--- src/rtl/inst_mem_pkg.sv ---
// Shared types and address helpers for the loadable instruction memory.
// Address checks are done on a 64-bit zero-extended copy of the byte address
// so one function serves both the load and fetch ports regardless of ADDR_W.
package inst_mem_pkg;

  typedef enum logic [0:0] {
    LOAD = 1'b0,
    RUN  = 1'b1
  } inst_mem_state_t;

  // Word returned when no valid fetch result is held.
  localparam logic [31:0] DEFAULT_NOP = 32'h0000_0000;

  // Working width of the address helpers; ADDR_W must not exceed it.
  localparam int CHK_W = 64;

  // Word index of a byte address (byte offset dropped).
  function automatic logic [CHK_W-1:0] word_index(input logic [CHK_W-1:0] addr);
    return addr >> 2;
  endfunction

  // Aligned to a word and word index strictly below limit.
  function automatic logic addr_ok(input logic [CHK_W-1:0] addr,
                                   input logic [CHK_W-1:0] limit);
    return (addr[1:0] == 2'b00) && (word_index(addr) < limit);
  endfunction

endpackage

--- src/rtl/inst_ram.sv ---
// DEPTH x DATA_W single-clock RAM: one synchronous write port and one
// registered read port. The read register only updates when i_re is high,
// so the last read word is held otherwise. Contents are never reset.
module inst_ram #(
  parameter int DATA_W = 32,
  parameter int DEPTH  = 64,
  parameter int IDX_W  = $clog2(DEPTH)
) (
  input  logic              clk,
  input  logic              i_we,
  input  logic [IDX_W-1:0]  i_waddr,
  input  logic [DATA_W-1:0] i_wdata,
  input  logic              i_re,
  input  logic [IDX_W-1:0]  i_raddr,
  output logic [DATA_W-1:0] o_rdata
);

  logic [DATA_W-1:0] r_mem [DEPTH];
  logic [DATA_W-1:0] r_rdata;

  // Synchronous write port.
  always_ff @(posedge clk) begin
    if (i_we) begin
      r_mem[i_waddr] <= i_wdata;
    end
  end

  // Registered read port with read enable; holds when not enabled.
  always_ff @(posedge clk) begin
    if (i_re) begin
      r_rdata <= r_mem[i_raddr];
    end
  end

  assign o_rdata = r_rdata;

endmodule

--- src/rtl/instruction_memory.sv ---
// Loadable instruction memory for the IF stage. In LOAD the program is
// written word by word through the ld_* port; in RUN the ld_* port is
// ignored and fetches are served with one cycle of latency.
//
// Handshake: a fetch is taken on a rising edge when running, fetch_req=1,
// stall=0 and ld_start=0; its result (instruction or NOP with addr_err)
// appears on inst/inst_valid right after that edge. stall=1 freezes
// inst/inst_valid/addr_err whatever the state. There is no back-pressure
// on the load port: every ld_en in LOAD is either written or flagged on
// ld_err one cycle later.
module instruction_memory
  import inst_mem_pkg::*;
#(
  parameter int                 DATA_W   = 32,
  parameter int                 ADDR_W   = 32,
  parameter int                 DEPTH    = 64,
  parameter logic [DATA_W-1:0]  NOP_WORD = DATA_W'(DEFAULT_NOP)
) (
  input  logic              clk,
  input  logic              rst,
  input  logic              ld_start,
  input  logic              ld_done,
  input  logic              ld_en,
  input  logic [ADDR_W-1:0] ld_addr,
  input  logic [DATA_W-1:0] ld_data,
  output logic              ld_err,
  input  logic              fetch_req,
  input  logic [ADDR_W-1:0] fetch_addr,
  input  logic              stall,
  output logic [DATA_W-1:0] inst,
  output logic              inst_valid,
  output logic              addr_err,
  output logic              running
);

  localparam int IDX_W = $clog2(DEPTH);

  inst_mem_state_t r_state;
  logic [IDX_W:0]  r_len;
  logic            r_ld_err;
  logic            r_valid;
  logic            r_bad;       // inst shows NOP_WORD instead of the RAM word
  logic            r_addr_err;

  logic [CHK_W-1:0]  w_ld_addr_ext;
  logic [CHK_W-1:0]  w_fetch_addr_ext;
  logic [IDX_W-1:0]  w_ld_idx;
  logic [IDX_W-1:0]  w_fetch_idx;
  logic [IDX_W:0]    w_len_cand;
  logic              w_in_load;
  logic              w_in_run;
  logic              w_ld_ok;
  logic              w_fetch_ok;
  logic              w_ld_write;
  logic              w_ld_reject;
  logic              w_fetch_fire;
  logic              w_ram_re;
  logic [DATA_W-1:0] w_ram_rdata;

  assign w_ld_addr_ext    = CHK_W'(ld_addr);
  assign w_fetch_addr_ext = CHK_W'(fetch_addr);
  assign w_ld_idx         = IDX_W'(word_index(w_ld_addr_ext));
  assign w_fetch_idx      = IDX_W'(word_index(w_fetch_addr_ext));
  assign w_len_cand       = {1'b0, w_ld_idx} + {{IDX_W{1'b0}}, 1'b1};

  assign w_in_load = (r_state == LOAD);
  assign w_in_run  = (r_state == RUN);

  // Writes must land inside the RAM; fetches must land inside the loaded program.
  assign w_ld_ok    = addr_ok(w_ld_addr_ext, CHK_W'(DEPTH));
  assign w_fetch_ok = addr_ok(w_fetch_addr_ext, CHK_W'(r_len));

  assign w_ld_write   = !rst && w_in_load && ld_en && w_ld_ok;
  assign w_ld_reject  = w_in_load && ld_en && !w_ld_ok;
  // ld_start beats a simultaneous fetch: the fetch is dropped.
  assign w_fetch_fire = w_in_run && fetch_req && !ld_start && !stall;
  assign w_ram_re     = !rst && w_fetch_fire && w_fetch_ok;

  inst_ram #(
    .DATA_W (DATA_W),
    .DEPTH  (DEPTH),
    .IDX_W  (IDX_W)
  ) u_ram (
    .clk     (clk),
    .i_we    (w_ld_write),
    .i_waddr (w_ld_idx),
    .i_wdata (ld_data),
    .i_re    (w_ram_re),
    .i_raddr (w_fetch_idx),
    .o_rdata (w_ram_rdata)
  );

  // LOAD/RUN mode register.
  always_ff @(posedge clk) begin
    if (rst) begin
      r_state <= LOAD;
    end else begin
      case (r_state)
        LOAD:    if (ld_done)  r_state <= RUN;
        RUN:     if (ld_start) r_state <= LOAD;
        default: r_state <= LOAD;
      endcase
    end
  end

  // Program length: high-water mark of accepted write indices, cleared on re-entry to LOAD.
  always_ff @(posedge clk) begin
    if (rst) begin
      r_len <= '0;
    end else if (w_in_run && ld_start) begin
      r_len <= '0;
    end else if (w_ld_write && (w_len_cand > r_len)) begin
      r_len <= w_len_cand;
    end
  end

  // One-cycle pulse flagging a rejected load write.
  always_ff @(posedge clk) begin
    if (rst) begin
      r_ld_err <= 1'b0;
    end else begin
      r_ld_err <= w_ld_reject;
    end
  end

  // Fetch result flags: capture on a taken fetch, freeze on stall, clear otherwise.
  always_ff @(posedge clk) begin
    if (rst) begin
      r_valid    <= 1'b0;
      r_bad      <= 1'b1;
      r_addr_err <= 1'b0;
    end else if (stall) begin
      r_valid    <= r_valid;
      r_bad      <= r_bad;
      r_addr_err <= r_addr_err;
    end else if (w_fetch_fire) begin
      r_valid    <= 1'b1;
      r_bad      <= !w_fetch_ok;
      r_addr_err <= !w_fetch_ok;
    end else begin
      r_valid    <= 1'b0;
      r_addr_err <= 1'b0;
    end
  end

  assign inst       = r_bad ? NOP_WORD : w_ram_rdata;
  assign inst_valid = r_valid;
  assign addr_err   = r_addr_err;
  assign ld_err     = r_ld_err;
  assign running    = w_in_run;

endmodule

--- config.mk ---
export PLATFORM = sky130hd
export DESIGN_NAME = instruction_memory
export DESIGN_NICKNAME = d
export VERILOG_FILES = /design/src/rtl/inst_mem_pkg.sv /design/src/rtl/inst_ram.sv /design/src/rtl/instruction_memory.sv
export SDC_FILE = /design/constraint.sdc
export NUM_CORES = 2
export LEC_CHECK = 0
export BUFFER_PORTS_ARGS = -buffer_cell sky130_fd_sc_hd__buf_4
export CELL_PAD_IN_SITES_DETAIL_PLACEMENT = 1
export CELL_PAD_IN_SITES_GLOBAL_PLACEMENT = 2
export CORE_ASPECT_RATIO = 0.8
export CORE_UTILIZATION = 51
export CTS_BUF_LIST = sky130_fd_sc_hd__clkbuf_8 sky130_fd_sc_hd__clkbuf_16
export DETAILED_ROUTE_END_ITERATION = 12
export GPL_TIMING_DRIVEN = 0
export PLACE_DENSITY = 0.84
export SETUP_SLACK_MARGIN = 0.02
export SYNTH_ARGS = -nofsm -noshare
export SYNTH_HDL_FRONTEND = slang
export SYNTH_SLANG_ARGS = --single-unit
--- constraint.sdc ---
create_clock -name clk -period 6.2 [get_ports clk]
set_clock_uncertainty 0.2 [all_clocks]
set_input_delay 1.24 -clock clk [delete_from_list [all_inputs] [get_ports clk]]
set_output_delay 1.24 -clock clk [all_outputs]
set_load 0.01 [all_outputs]
==> flow_metrics.py <==
metrics = {
    "yosys": {
        "yosysSeqAreaShare": 0.785,
        "synth_edf_count": 2080,
        "yosysWarningCount": 0,
        "synthCells": 3504,
        "ys.flop_type": "edfxtp_1",
        "syn_area_um2": 79900,
        "avgSynthCellArea_um2": 22.8,
        "synth_nets": 3621,
        "synth_seq_cells": 2092,
        "synth.distinct_cells": 47,
        "async_reset_ff_frac": 0,
    },
    "timing": {
        "rsz0062_at_grt": "no",
        "tightest_slew_ps": 1720,
        "final.min_clock_period_ps": 5330,
        "finalCritPeriodShare": 0.859,
        "maxSlewHeadroom": -0.146,
        "finalHoldViolCount": 0,
        "fin_ws_ps": 873,
        "fin_setup_tns_ps": 0,
        "setup_viol": 0,
        "fmax_mhz": 188,
        "slew_viol_final": 27,
    },
    "setup_path": {
        "crit_path_max_incr_delay_ps": 1110,
        "crit_fanout": 10,
        "critPathCaptureType": "register",
        "worst_path_max_delay_cell": "clkbuf_1",
        "reg2regPathDepth": 6,
        "required_ps": 6590,
        "critPathLaunchType": "input pin",
        "crit_chain": "buf_4, buf_2, inv_2, nand2_1, clkbuf_1, o22ai_1, a211oi_1, nor2_1, a221oi_1",
        "worst-path-stages": 9,
        "path_buf_inv": 4,
        "crit_type": "input pin to register",
        "critPathArrivalTime_ps": 5720,
        "critPathTopFamily": "buffers and inverters",
        "reg2reg_setup_slack_ps": 2130,
        "worst_r2r_endpoint": "u_ram.r_mem[37][8]",
        "cp-startpoint": "fetch_addr[5]",
        "reg2reg_from": "running",
    },
    "worst_hold_path": {
        "hold_path_end": "r_len[1]",
        "hold_path_depth": 2,
        "hold_path.class": "register to register",
        "hold_start": "r_len[1]",
    },
    "place": {
        "dp_hpwl_mm": 173,
        "placed_area_um2": 85400,
        "post-place-ws_ps": 212,
        "portBuffers": 133,
        "gp_congestion": 0.892,
    },
    "floorplan": {
        "dieWidth_um": 444,
        "die_h_um": 356,
        "die_area_um2": 158000,
        "core-area_um2": 155000,
        "start_util": 0.515,
        "fp-row-count": 129,
        "pin_count": 139,
    },
    "route": {
        "drtIter0Drc": 8200,
        "wl_mm": 265,
        "vias": 43240,
        "drc_errors": 0,
        "firstDrtPassIters": 7,
        "via_per_inst": 7.00,
        "ant_nets": 0,
        "wire_per_inst_um": 43.0,
    },
    "run": {
        "max_cap_viol_count": 4,
    },
    "final_layout": {
        "area_growth_pct": 14.7,
        "final_common_cell": "edfxtp_1",
        "utilization": 0.591,
        "drive_above_1_share": 0.293,
        "design_area_um2": 91600,
        "final_cell_mix": "2080 x edfxtp_1, 512 x mux4_2, 200 x clkbuf_16",
        "nNetsFinal": 4027,
        "nFillCells": 12758,
    },
    "grt": {
        "overflow": 0,
        "grt_max_degree": 65,
        "grt_pass1_wl_mm": 357,
        "antenna_found_initial": 18,
        "grt_pass1_vias": 43259,
        "grt_usage": 0.336,
    },
    "power_and_ir_drop": {
        "power.leakage_nw": 28.6,
        "pwr-share-comb": 0.055,
        "p_int_w": 0.0226,
        "p_switching_w": 0.00644,
        "pwr_density_cell_nw_per_um2": 317,
        "sw_frac_of_total": 0.222,
        "pwr-share-seq": 0.536,
        "pwr-share-clk": 0.409,
        "irDropWorstVdd_mv": 0.312,
    },
    "cts": {
        "path_clk_slew_ps": 60,
        "clockBufferDepth": 3,
        "cts_buffers": 196,
        "cts_tree": "yes",
        "cts_setup_buffers": 0,
        "htreeDepth": 4,
        "cts_resized": 0,
        "hold_buffers": 0,
        "clock_sinks": 2092,
        "clockRootBuffer": "clkbuf_16",
        "clk_latency_ps": 860,
    },
    "status": {
        "failed_checks": "max-capacitance violations, max-slew violations",
        "outcome": "finished, violations left",
    },
}
-- final cells by class --
class	count	area, µm²	share of cell area
Inverter	7	26.3	0.000287
Buffer	189	936	0.0102
Sequential cell	2092	62700	0.684
Antenna cell	8	20.0	0.000218
Multi-Input combinational cell	1216	16700	0.182
Tap cell	2096	2620	0.0286
Clock inverter	158	1210	0.0133
Timing Repair Buffer	208	2410	0.0263
Clock buffer	200	5000	0.0546
-- layer usage --
layer	GRT usage	part of all wire	wire, µm	up-vias
li1	-	-	-	15801
met1	0.459	0.36	95200	22970
met2	0.483	0.44	116000	3780
met3	0.121	0.15	39900	681
met4	0.164	0.054	14400	8
met5	0	0.00025	65	-
-- cell families after synthesis --
group | share of synthesized area
XOR/XNOR | 0.000439
AND/OR/NAND/NOR | 0.0177
multiplexers | 0.156
flip-flops | 0.785
AO/OA/AOI/OAI | 0.0266
buffers and inverters | 0.0119
adder cells (fa/ha/maj) | 0.00219
-- sequential cells by signal (all words and copies together), names as in the netlist --
signal	cells
running	1
r_len	7
inst_valid	1
u_ram.r_mem	2048
u_ram.o_rdata	32
ld_err	1
r_bad	1
addr_err	1
-- worst register-to-register path: cells and delay by family (launching register included) --
family                 cells  cell delay [ps]
and+or+nand+nor            5             2900
buffers and inverters      1              280
DFF                        1              340
-- through the flow --
stage | std cells | hold WS, ps | total power, W
floorplan | 3504 | 235 | 0.0166
global placement | 5733 | 245 | 0.0173
detailed placement | 5805 | 258 | 0.0174
CTS | 6163 | 267 | 0.0290
global route | 6171 | 275 | 0.0295
finish | 6174 | 266 | 0.0290
-- worst max path at each step --
| stage | endpoint | slack [ps] |
|---|---|---|
| 6_report | u_ram.o_rdata[20] | 870 |
| 5_1_grt | u_ram.o_rdata[24] | 1110 |
| 4_1_cts | u_ram.o_rdata[26] | 1110 |
| 3_5_place_dp | u_ram.o_rdata[26] | 210 |
| 3_3_place_gp | u_ram.o_rdata[18] | -3160 |
| 2_1_floorplan | u_ram.o_rdata[0] | 980 |
-- power by group through the flow --
| stage | logic [W] | registers, W | clock network, W |
|---|---|---|---|
| floorplan | 0.000701 | 0.0159 | 0 |
| global placement | 0.00144 | 0.0159 | 0 |
| detailed placement | 0.00151 | 0.0159 | 0 |
| CTS | 0.00153 | 0.0155 | 0.0119 |
| global route | 0.00161 | 0.0155 | 0.0123 |
| finish | 0.00159 | 0.0155 | 0.0119 |
-- cell usage after synthesis, types with 4 or more instances --
| library cell | number | area [µm²] |
|---|---|---|
| mux4_2 | 512 | 11500 |
| o21ai_0 | 34 | 170 |
| a221oi_1 | 43 | 377 |
| buf_1 | 19 | 71.3 |
| nand3_1 | 22 | 110 |
| and3_1 | 5 | 31.3 |
| clkbuf_1 | 77 | 289 |
| a211oi_1 | 20 | 150 |
| edfxtp_1 | 2080 | 62500 |
| nor2_1 | 114 | 428 |
| o221ai_1 | 33 | 289 |
| nand2_1 | 50 | 188 |
| nor3_1 | 17 | 85.1 |
| nor2b_1 | 46 | 288 |
| a22oi_1 | 30 | 225 |
| o22ai_1 | 32 | 200 |
| ha_1 | 14 | 175 |
| nand2b_1 | 12 | 75.1 |
| inv_1 | 6 | 22.5 |
| a21oi_1 | 61 | 305 |
| o221a_2 | 7 | 78.8 |
| a22o_1 | 26 | 228 |
| dfxtp_1 | 12 | 240 |
| buf_2 | 57 | 285 |
| mux2i_1 | 71 | 711 |
| buf_4 | 33 | 248 |
| nor4_1 | 13 | 81.3 |
| or2_2 | 4 | 25.0 |
| mux2_2 | 20 | 225 |
No activity file was read; power rests on OpenSTA's default activity.
